### src/rtl/cnn_pkg.sv
// cnn_pkg: shared CNN map geometry, collector state enum and
// the map_index(ch,row,col) helper used by RTL and benches.
package cnn_pkg;

  localparam int BIT     = 32;
  localparam int CHANNEL = 2;
  localparam int ROW     = 4;
  localparam int COL     = 4;

  typedef enum logic {
    FILL  = 1'b0,
    DRAIN = 1'b1
  } fmc_state_e;

  function automatic int map_index(
    input int ch,
    input int row,
    input int col,
    input int n_row = ROW,
    input int n_col = COL
  );
    return (ch * n_row + row) * n_col + col;
  endfunction

endpackage

### src/rtl/fmc_buffer_ram.sv
// fmc_buffer_ram: DEPTH x BIT register-file RAM, one sync write
// port (i_we/i_waddr/i_wdata) and one async read port (i_raddr/o_rdata).
module fmc_buffer_ram #(
  parameter  int BIT   = 32,
  parameter  int DEPTH = 32,
  localparam int AW    = $clog2(DEPTH)
) (
  input  logic          clk,
  input  logic          i_we,
  input  logic [AW-1:0] i_waddr,
  input  logic [BIT-1:0] i_wdata,
  input  logic [AW-1:0] i_raddr,
  output logic [BIT-1:0] o_rdata
);

  logic [BIT-1:0] r_mem [DEPTH];

  always_ff @(posedge clk) begin
    if (i_we) r_mem[i_waddr] <= i_wdata;
  end

  assign o_rdata = r_mem[i_raddr];

endmodule

### src/rtl/feature_map_collector.sv
// feature_map_collector: buffers a CHANNEL x ROW x COL map arriving in
// (row,col,ch) order and re-serializes it in (ch,row,col) order.
// Ports: clk, rst_ (async low); in_valid/in_ready/in_data fill side;
// out_valid/out_ready/out_data/out_last drain side; frame_done, busy.
// Macro FEATURE_MAP_COLLECTOR_RELU_EN clamps negative words to 0 on write.
module feature_map_collector
  import cnn_pkg::*;
#(
  parameter int BIT     = cnn_pkg::BIT,
  parameter int CHANNEL = cnn_pkg::CHANNEL,
  parameter int ROW     = cnn_pkg::ROW,
  parameter int COL     = cnn_pkg::COL
) (
  input  logic           clk,
  input  logic           rst_,
  input  logic           in_valid,
  output logic           in_ready,
  input  logic [BIT-1:0] in_data,
  output logic           out_valid,
  input  logic           out_ready,
  output logic [BIT-1:0] out_data,
  output logic           out_last,
  output logic           frame_done,
  output logic           busy
);

  localparam int DEPTH = CHANNEL * ROW * COL;
  localparam int AW    = $clog2(DEPTH);
  localparam int CW    = $clog2(DEPTH) + 1;

  fmc_state_e r_state;
  fmc_state_e w_next;

  logic [CW-1:0]  r_wc, r_wk, r_wr, r_rd;
  logic           w_acc, w_wlast;
  logic           w_take, w_end, w_load;
  logic [AW-1:0]  w_waddr;
  logic [BIT-1:0] w_wdata, w_rdata;

  assign w_acc   = in_valid && in_ready;
  assign w_wlast = (r_wc == CW'(CHANNEL-1))
                && (r_wk == CW'(COL-1))
                && (r_wr == CW'(ROW-1));
  assign w_take  = out_valid && out_ready;
  assign w_end   = w_take && out_last;
  // Refill the output register when empty or being consumed,
  // until every stored word has been issued.
  assign w_load  = (r_state == DRAIN)
                && (!out_valid || out_ready)
                && (r_rd != CW'(DEPTH));

  assign w_waddr = AW'(map_index(int'(r_wc), int'(r_wr),
                                 int'(r_wk), ROW, COL));

`ifdef FEATURE_MAP_COLLECTOR_RELU_EN
  assign w_wdata = in_data[BIT-1] ? '0 : in_data;
`else
  assign w_wdata = in_data;
`endif

  fmc_buffer_ram #(
    .BIT   (BIT),
    .DEPTH (DEPTH)
  ) u_ram (
    .clk     (clk),
    .i_we    (w_acc),
    .i_waddr (w_waddr),
    .i_wdata (w_wdata),
    .i_raddr (r_rd[AW-1:0]),
    .o_rdata (w_rdata)
  );

  always_ff @(posedge clk or negedge rst_) begin
    if (!rst_) r_state <= FILL;
    else       r_state <= w_next;
  end

  always_comb begin
    w_next = r_state;
    unique case (r_state)
      FILL:  if (w_acc && w_wlast) w_next = DRAIN;
      DRAIN: if (w_end)            w_next = FILL;
    endcase
  end

  always_comb begin
    in_ready = (r_state == FILL);
    busy     = (r_state == DRAIN);
  end

  // Write counters: channel fastest, then col, then row.
  always_ff @(posedge clk or negedge rst_) begin
    if (!rst_) begin
      r_wc <= '0;
      r_wk <= '0;
      r_wr <= '0;
    end else if (w_acc) begin
      if (w_wlast) begin
        r_wc <= '0;
        r_wk <= '0;
        r_wr <= '0;
      end else if (r_wc == CW'(CHANNEL-1)) begin
        r_wc <= '0;
        if (r_wk == CW'(COL-1)) begin
          r_wk <= '0;
          r_wr <= r_wr + 1'b1;
        end else begin
          r_wk <= r_wk + 1'b1;
        end
      end else begin
        r_wc <= r_wc + 1'b1;
      end
    end
  end

  always_ff @(posedge clk or negedge rst_) begin
    if (!rst_) begin
      r_rd       <= '0;
      out_valid  <= 1'b0;
      out_data   <= '0;
      out_last   <= 1'b0;
      frame_done <= 1'b0;
    end else begin
      frame_done <= w_end;
      if (w_load) begin
        out_data  <= w_rdata;
        out_valid <= 1'b1;
        out_last  <= (r_rd == CW'(DEPTH-1));
        r_rd      <= r_rd + 1'b1;
      end else if (w_take) begin
        out_valid <= 1'b0;
        out_last  <= 1'b0;
      end
      if (w_end) r_rd <= '0;
    end
  end

endmodule

### config.mk
export PLATFORM = sky130hd
export DESIGN_NAME = feature_map_collector
export DESIGN_NICKNAME = d
export VERILOG_FILES = /design/src/rtl/cnn_pkg.sv /design/src/rtl/fmc_buffer_ram.sv /design/src/rtl/feature_map_collector.sv
export SDC_FILE = /design/constraint.sdc
export NUM_CORES = 1
export LEC_CHECK = 0
export ABC_CLOCK_PERIOD_IN_PS = 6210
export CAP_MARGIN = 20
export CORE_UTILIZATION = 43
export CTS_BUF_LIST = sky130_fd_sc_hd__clkbuf_8
export DETAILED_ROUTE_END_ITERATION = 10
export GPL_TIMING_DRIVEN = 0
export PLACE_DENSITY = 0.69
export SLEW_MARGIN = 0
export SYNTH_ARGS = -nofsm -noshare
export SYNTH_HDL_FRONTEND = slang
export SYNTH_SLANG_ARGS = --single-unit
### constraint.sdc
create_clock -name clk -period 6.21 [get_ports clk]
set_input_delay 1.242 -clock clk [delete_from_list [all_inputs] [get_ports clk]]
set_output_delay 1.242 -clock clk [all_outputs]
set_load 0.1 [all_outputs]
Word-level counts from Yosys, hierarchy flattened
Memory sizes are Yosys's and may differ from the RTL's. A register that Yosys moved wholly into a read port is not among the register bits.
Cells that the tools add are included.
{ "totals": {"reg_bits": 28, "ramBits": 1024, "inputBits": 36, "output_inout_bits": 37, "mem_count": 1} }
{ "mem_list": {"columns": ["memory", "words", "width", "read_ports", "rd_ports_with_merged_regs", "wr", "line_no", "text"], "rows": [
  ["u_ram.r_mem", 32, 32, 1, 1, 1, "fmc_buffer_ram.sv:16", "logic [BIT-1:0] r_mem [DEPTH];"]
]} }
{ "op_classes": {"add_sub_neg": 6, "n_eq_ne": 5, "mux": 18, "n_bitwise": 1, "reduce_logical": 17} }
{ "ops": {"columns": ["op", "n"], "rows": [
  ["2-to-1 mux 6 bit", 10],
  ["adder 6 x 1 -> 6 bit (second input constant)", 4],
  ["equality test 6 x 2 -> 1 bit (second input constant)", 2],
  ["logical AND 1 bit", 8],
  ["nonzero test 2 bit", 4],
  ["2-to-1 mux 1 bit", 7],
  ["equality test 6 x 1 -> 1 bit (second input constant)", 1],
  ["equality test 6 x 5 -> 1 bit (second input constant)", 1],
  ["inequality test 6 bit (second input constant)", 1],
  ["adder 5 bit", 1],
  ["adder 3 bit", 1],
  ["AND reduction 3 bit", 1],
  ["logical NOT 1 bit", 2],
  ["case mux 1 bit (2 select lines)", 1],
  ["AND reduction 2 bit", 1],
  ["logical OR 1 bit", 1],
  ["inverter 1 bit", 1]
]} }

Depth between registers and ports, before layout
{ "logic_depth": {"ltp_word": 6, "mapped_depth": 13, "ltp_nobuf": 7} }

Modules after synthesis
From an unflattened synthesis, not the netlist that was laid out.
{ "hier_totals": {"hier_cells": 2434, "area_unflattened_um2": 42522.0} }
{ "by_module_without_submodules": {"columns": ["mod", "n_inst", "cells_each", "area_each_um2", "seq_area_each_um2"], "rows": [
  ["fmc_buffer_ram", 1, 2228, 39844.5, 30749.5],
  ["feature_map_collector", 1, 206, 2677.6, 1501.4]
]} }

Least setup slack after synthesis
No wires, ideal clock.
{ "synth_timing": {"path_type": "input to register", "start": "input in_valid", "end": "memory u_ram.r_mem[7][0] (enable)", "arrival_time_ns": 3.225, "required_ns": 5.789, "slack_ns": 2.564, "stages": 4, "cell_sequence": "nor2b_1 > clkbuf_1 > nand2_1 > nor2_1"} }
{ "synth_between": {"elab_chain_cells": 3} }
{ "synth_lines": {"columns": ["item", "line_no", "text"], "rows": [
  ["from (decl)", "feature_map_collector.sv:16", "input logic in_valid,"],
  ["logical AND 1 bit", "feature_map_collector.sv:40", "assign w_acc = in_valid && in_ready;"],
  ["2-to-1 mux 1 bit", "fmc_buffer_ram.sv:19", "if (i_we) r_mem[i_waddr] <= i_wdata;"],
  ["2-to-1 mux 1 bit (implied by the code)", "fmc_buffer_ram.sv:19", null],
  ["to (decl)", "fmc_buffer_ram.sv:16", null]
]} }
Every way passes these cells.

Final worst setup path
{ "layout_timing": {"start": "register r_rd[0]", "end": "register out_data[21] (read register of u_ram.r_mem)"} }
{ "layout_between": {"elab_chain_cells": 2} }
{ "layout_lines": {"columns": ["item", "line_no", "text"], "rows": [
  ["from (decl)", "feature_map_collector.sv:34", "logic [CW-1:0] r_wc, r_wk, r_wr, r_rd;"],
  ["from (signal assigned)", "feature_map_collector.sv:129", "r_rd <= r_rd + 1'b1;"],
  ["inequality test 6 bit", "feature_map_collector.sv:50", "&& (r_rd != CW'(DEPTH));"],
  ["logical AND 1 bit", "feature_map_collector.sv:50", null],
  ["to (decl)", "feature_map_collector.sv:21", "output logic [BIT-1:0] out_data,"]
]} }
Several ways; a longest one is shown, not always the timed one.
A chain may end at the register's enable or synchronous reset.

==> impl_summary.md <==
Run status
The flow ran to the end, and the final reports show no timing, DRC or antenna violations.

Final layout
The area growth from synthesis to layout is 17.05%. Leaving out fill and tap cells, the most frequent cell in the layout is sky130_fd_sc_hd__edfxtp_1. The multi-input combinational cells in the finished layout cover a total of 9164 µm². Fill cells in the final layout number 7449. Once layout is complete, the cells apart from fillers number 3777.

After routing the design area is 49060 µm². The top cell types in the final layout, fill and taps aside, are 1024 x sky130_fd_sc_hd__edfxtp_1, 191 x sky130_fd_sc_hd__clkbuf_8, 172 x sky130_fd_sc_hd__mux4_2, 150 x sky130_fd_sc_hd__mux2i_1, 97 x sky130_fd_sc_hd__nand2_1. The net count of the finished layout is 2410. Summing all flip-flop and latch instances after layout gives 32250 µm². The share of final-layout standard cells stronger than drive strength 1 is 25.56%. The post-layout utilization of the core is 50.80%.

Synthesis
Of the total synthesized cell area, the portion taken by AND, OR, NAND and NOR gates is 2.421%. The number of standard cells after synthesis is 2060. The yosys synthesis warning count is 0. After synthesis, the largest family of logic cells by area is multiplexers. After synthesis, the largest area contributor takes up 73.37% of total cell area. The xor/xnor share of the synthesized area is 0.3762%. The cell area that synthesis handed to floorplanning was 41910 µm². The mean instance size in the synthesized netlist is 20.35 µm². The number of register bits inferred by synthesis is 1084. After Yosys synthesis, full adders, half adders and majority gates account for 0.3463% of the synthesized area.

The share of synthesized area spent on multiplexers is 14.57%. The synthesized netlist devotes 3.576% of its cell area to compound gates. By area the synthesized netlist is led by sky130_fd_sc_hd__edfxtp_1 73%, sky130_fd_sc_hd__mux4_2 9.2%, sky130_fd_sc_hd__dfrtp_1 3.6%. In this run, distinct cell masters in the synthesized netlist total 50. The share of the yosys chip area belonging to registers is 76.95%. The number of nets in the synthesized netlist is 2107. The synthesized design spends more area on one cell type than any other, namely sky130_fd_sc_hd__edfxtp_1.

Floorplanning
In this run the vertical extent of the chip is 314.2 µm. The floorplan step defined a die boundary enclosing 98720 µm². For this configuration, the core starts out at a cell density of 43.40%. Pin placement for this block handled 73 I/O pins. The floorplan die width is 314.2 µm. In this run the core area contains 114 standard-cell rows. In this run the standard cell core region covers 96570 µm².

Timing
The count of endpoints failing setup in the final report is 0. The clock period minus worst slack is 4.539 ns. The count of endpoints failing hold in the final timing report is 0.

Across the routed clock network, the largest skew measured is 0.03392 ns. The count of pins over their slew limit is 0. The worst pin sits at a relative slew slack of 25.74%.

At the pin with the least slew margin, the transition time is 1.110 ns. The post-route clock period utilization is 73.09%. The setup TNS is 0 ns. Timing would allow up to 220.3 MHz.

Setup repair after global routing left no endpoint under its margin. Setup slack on the critical path of the routed design comes to 1.671 ns.

Power and ir drop
The cell area power density is 414.6 nW/µm². The peak supply drop is 0.3174 mV. The net switching power figure is 6.874 mW. The analysis attributes to cell leakage a power of 16.14 nW. Of the total power, the share spent switching nets is 33.79%. The clock network power share is 27.5%. The internal power of the cells totals 13.47 mW. The fraction of power consumed by combinational cells is 31.7%. The sequential fraction of design power is 40.8%.

Worst setup path
The startpoint identified for the worst register-to-register timing path is r_rd[0]. Of all nets on the critical path, the largest fanout is 10. The critical path starts at r_rd[0]. The critical path data arrival time is 5.19 ns. The required arrival time at the worst endpoint is 6.86 ns. The kind of critical path is register to register. The kind of launch point of the worst setup path is a register. The category of the worst setup path capture point is a register.

Placement
Detailed placement finished with a half-perimeter wire length of 68550 µm. Before CTS, the worst setup slack after placement is 1.862 ns. The congestion estimate from routability-driven global placement came to 0.9019.

Counting tap cells, the placed design contains a total of 3447 instances. After detailed placement, the total cell area comes to 45300 µm². The port buffer count is 72.

Clock tree
After clock tree synthesis, the flow added hold-fix buffers numbering 0. The level count of the clock H-tree is 4. Once the clock tree was built, the resizer swapped 0 gates to a different size. The largest buffer count on any clock path is 3. The post-CTS setup buffer count is 0. The CTS buffer count is 165. Clock tree synthesis found a total of 1084 sinks. For the worst-skew pair, the clock arrives at the later sink with an insertion delay of 0.82 ns. The clock-pin slew of the registers on the worst-case setup and hold paths is 0.06 ns.

The root buffer selected by CTS is sky130_fd_sc_hd__clkbuf_8. TritonCTS built the clock tree.

GRT
Across every metal layer, demand over resource in global routing totals 21.46%. For met3 alone, demand over resource in global routing was 5.303%. The number of global-route vias before repair was 22130. The met1 track demand over resource is 28.90%.

Entering global routing, the biggest net connects 36 pins. The final global-route overflow total is 0. For met2 alone, demand over resource in global routing was 34.26%. The most used routing layer in global routing is met2.

The global-route wire length before repair is 151200 µm. The number of antenna violations at the first check in global routing is 3.

Route
The detailed router finished its first iteration with 2746 violations. The total wire length after detailed routing is 105200 µm. The average via count per standard cell is 5.790. In the final routed layout, each cell accounts on average for 27.84 µm. The count of TritonRoute iterations in the first routing pass is 6. The count of nets left with antenna violations once routing finished came out at 0. The detailed router placed 21870 vias in this run. The post-route DRC violation count is 0.

Min path
The path class of the tightest hold or removal check is input pin to asynchronous set/reset pin.

Run
The tool flagged a number of max-cap violations equal to 0.
-- sequential cells by signal (all words and copies together), names as in the netlist --
register     flops
r_wr             6
r_rd             6
frame_done       1
out_valid        1
busy             1
out_data        32
u_ram.r_mem   1024
r_wc             6
out_last         1
r_wk             6
-- power groups by stage --
stage / logic, mW / clock network, mW / registers, mW
floorplan: 3.62 / 0 / 9.14
global placement: 6.27 / 0 / 8.45
detailed placement: 6.38 / 0 / 8.46
CTS: 6.40 / 5.66 / 8.31
global route: 6.75 / 5.98 / 8.32
finish: 6.45 / 5.59 / 8.30
-- cells in the mapped netlist, drive strengths merged --
cell / count
nor3b: 2
a22oi: 7
ha: 10
nand4: 7
a311oi: 1
a211oi: 63
edfxtp: 1024
nor2b: 11
and3: 3
nand3: 14
o32ai: 2
xor2: 6
nor3: 1
nor4: 4
mux2: 65
o22ai: 66
nand2: 97
mux4: 172
buf: 80
dfrtp: 60
fa: 1
xnor2: 12
mux2i: 150
a22o: 1
nand2b: 5
inv: 9
clkbuf: 26
a21o: 3
and2: 1
and3b: 1
nand4b: 1
a21oi: 21
a221oi: 33
o21ai: 9
a31oi: 5
a2111oi: 2
nor2: 84
o2111ai: 1
-- per-stage QoR --
stage / hold WS, ns / total power, mW
2_1_floorplan: 0.4429 / 12.76
3_3_place_gp: 0.4586 / 14.73
3_5_place_dp: 0.4830 / 14.84
4_1_cts: 0.3342 / 20.36
5_1_grt: 0.3704 / 21.04
6_report: 0.3772 / 20.34
-- routing by layer --
metal	part of all wire (%)	wire (µm)
met5	0.030	32
met2	48	50630
met1	40	42320
met3	8.9	9408
met4	2.6	2777
-- path summary, 6_finish.rpt --
check	cells past startpoint	end	slack (ns)
max in group asynchronous	2	out_data[12]	5.20
setup reg to reg	13	out_data[21]	1.67
min in group clk	1	r_wr[5]	0.49
hold / removal	1	out_data[21]	0.38
hold reg to reg	1	r_wr[5]	0.49
setup / recovery	13	out_data[21]	1.67
-- final cells by class --
class,count,area share [%]
sequential,1084,65.74
multi-input combinational,861,18.68
clock buffer,191,5.359
timing repair buffer,136,4.351
tap,1276,3.254
buffer,106,1.433
clock inverter,113,1.107
inverter,9,0.06886
antenna,1,0.005101
-- logic make-up after synthesis --
kind of cell / Yosys count
flip-flops: 1084
multiplexers: 387
AND/OR/NAND/NOR: 231
AO/OA/AOI/OAI: 214
buffers and inverters: 115
XOR/XNOR: 18
adder cells (fa/ha/maj): 11
-- worst max-delay path, cell delays in order (launching register included) --
cell,delay [ns]
sky130_fd_sc_hd__dfrtp_1,0.38
sky130_fd_sc_hd__buf_6,0.19
sky130_fd_sc_hd__buf_8,0.20
sky130_fd_sc_hd__buf_12,0.17
sky130_fd_sc_hd__inv_1,0.13
sky130_fd_sc_hd__buf_2,0.25
sky130_fd_sc_hd__buf_2,0.27
sky130_fd_sc_hd__ha_1,0.24
sky130_fd_sc_hd__nor2b_1,0.14
sky130_fd_sc_hd__a311oi_2,0.69
sky130_fd_sc_hd__nand2b_1,0.32
sky130_fd_sc_hd__clkbuf_1,0.42
sky130_fd_sc_hd__a211oi_1,0.85
sky130_fd_sc_hd__a211oi_1,0.11
Note: power is estimated with default switching activity, not from simulation.
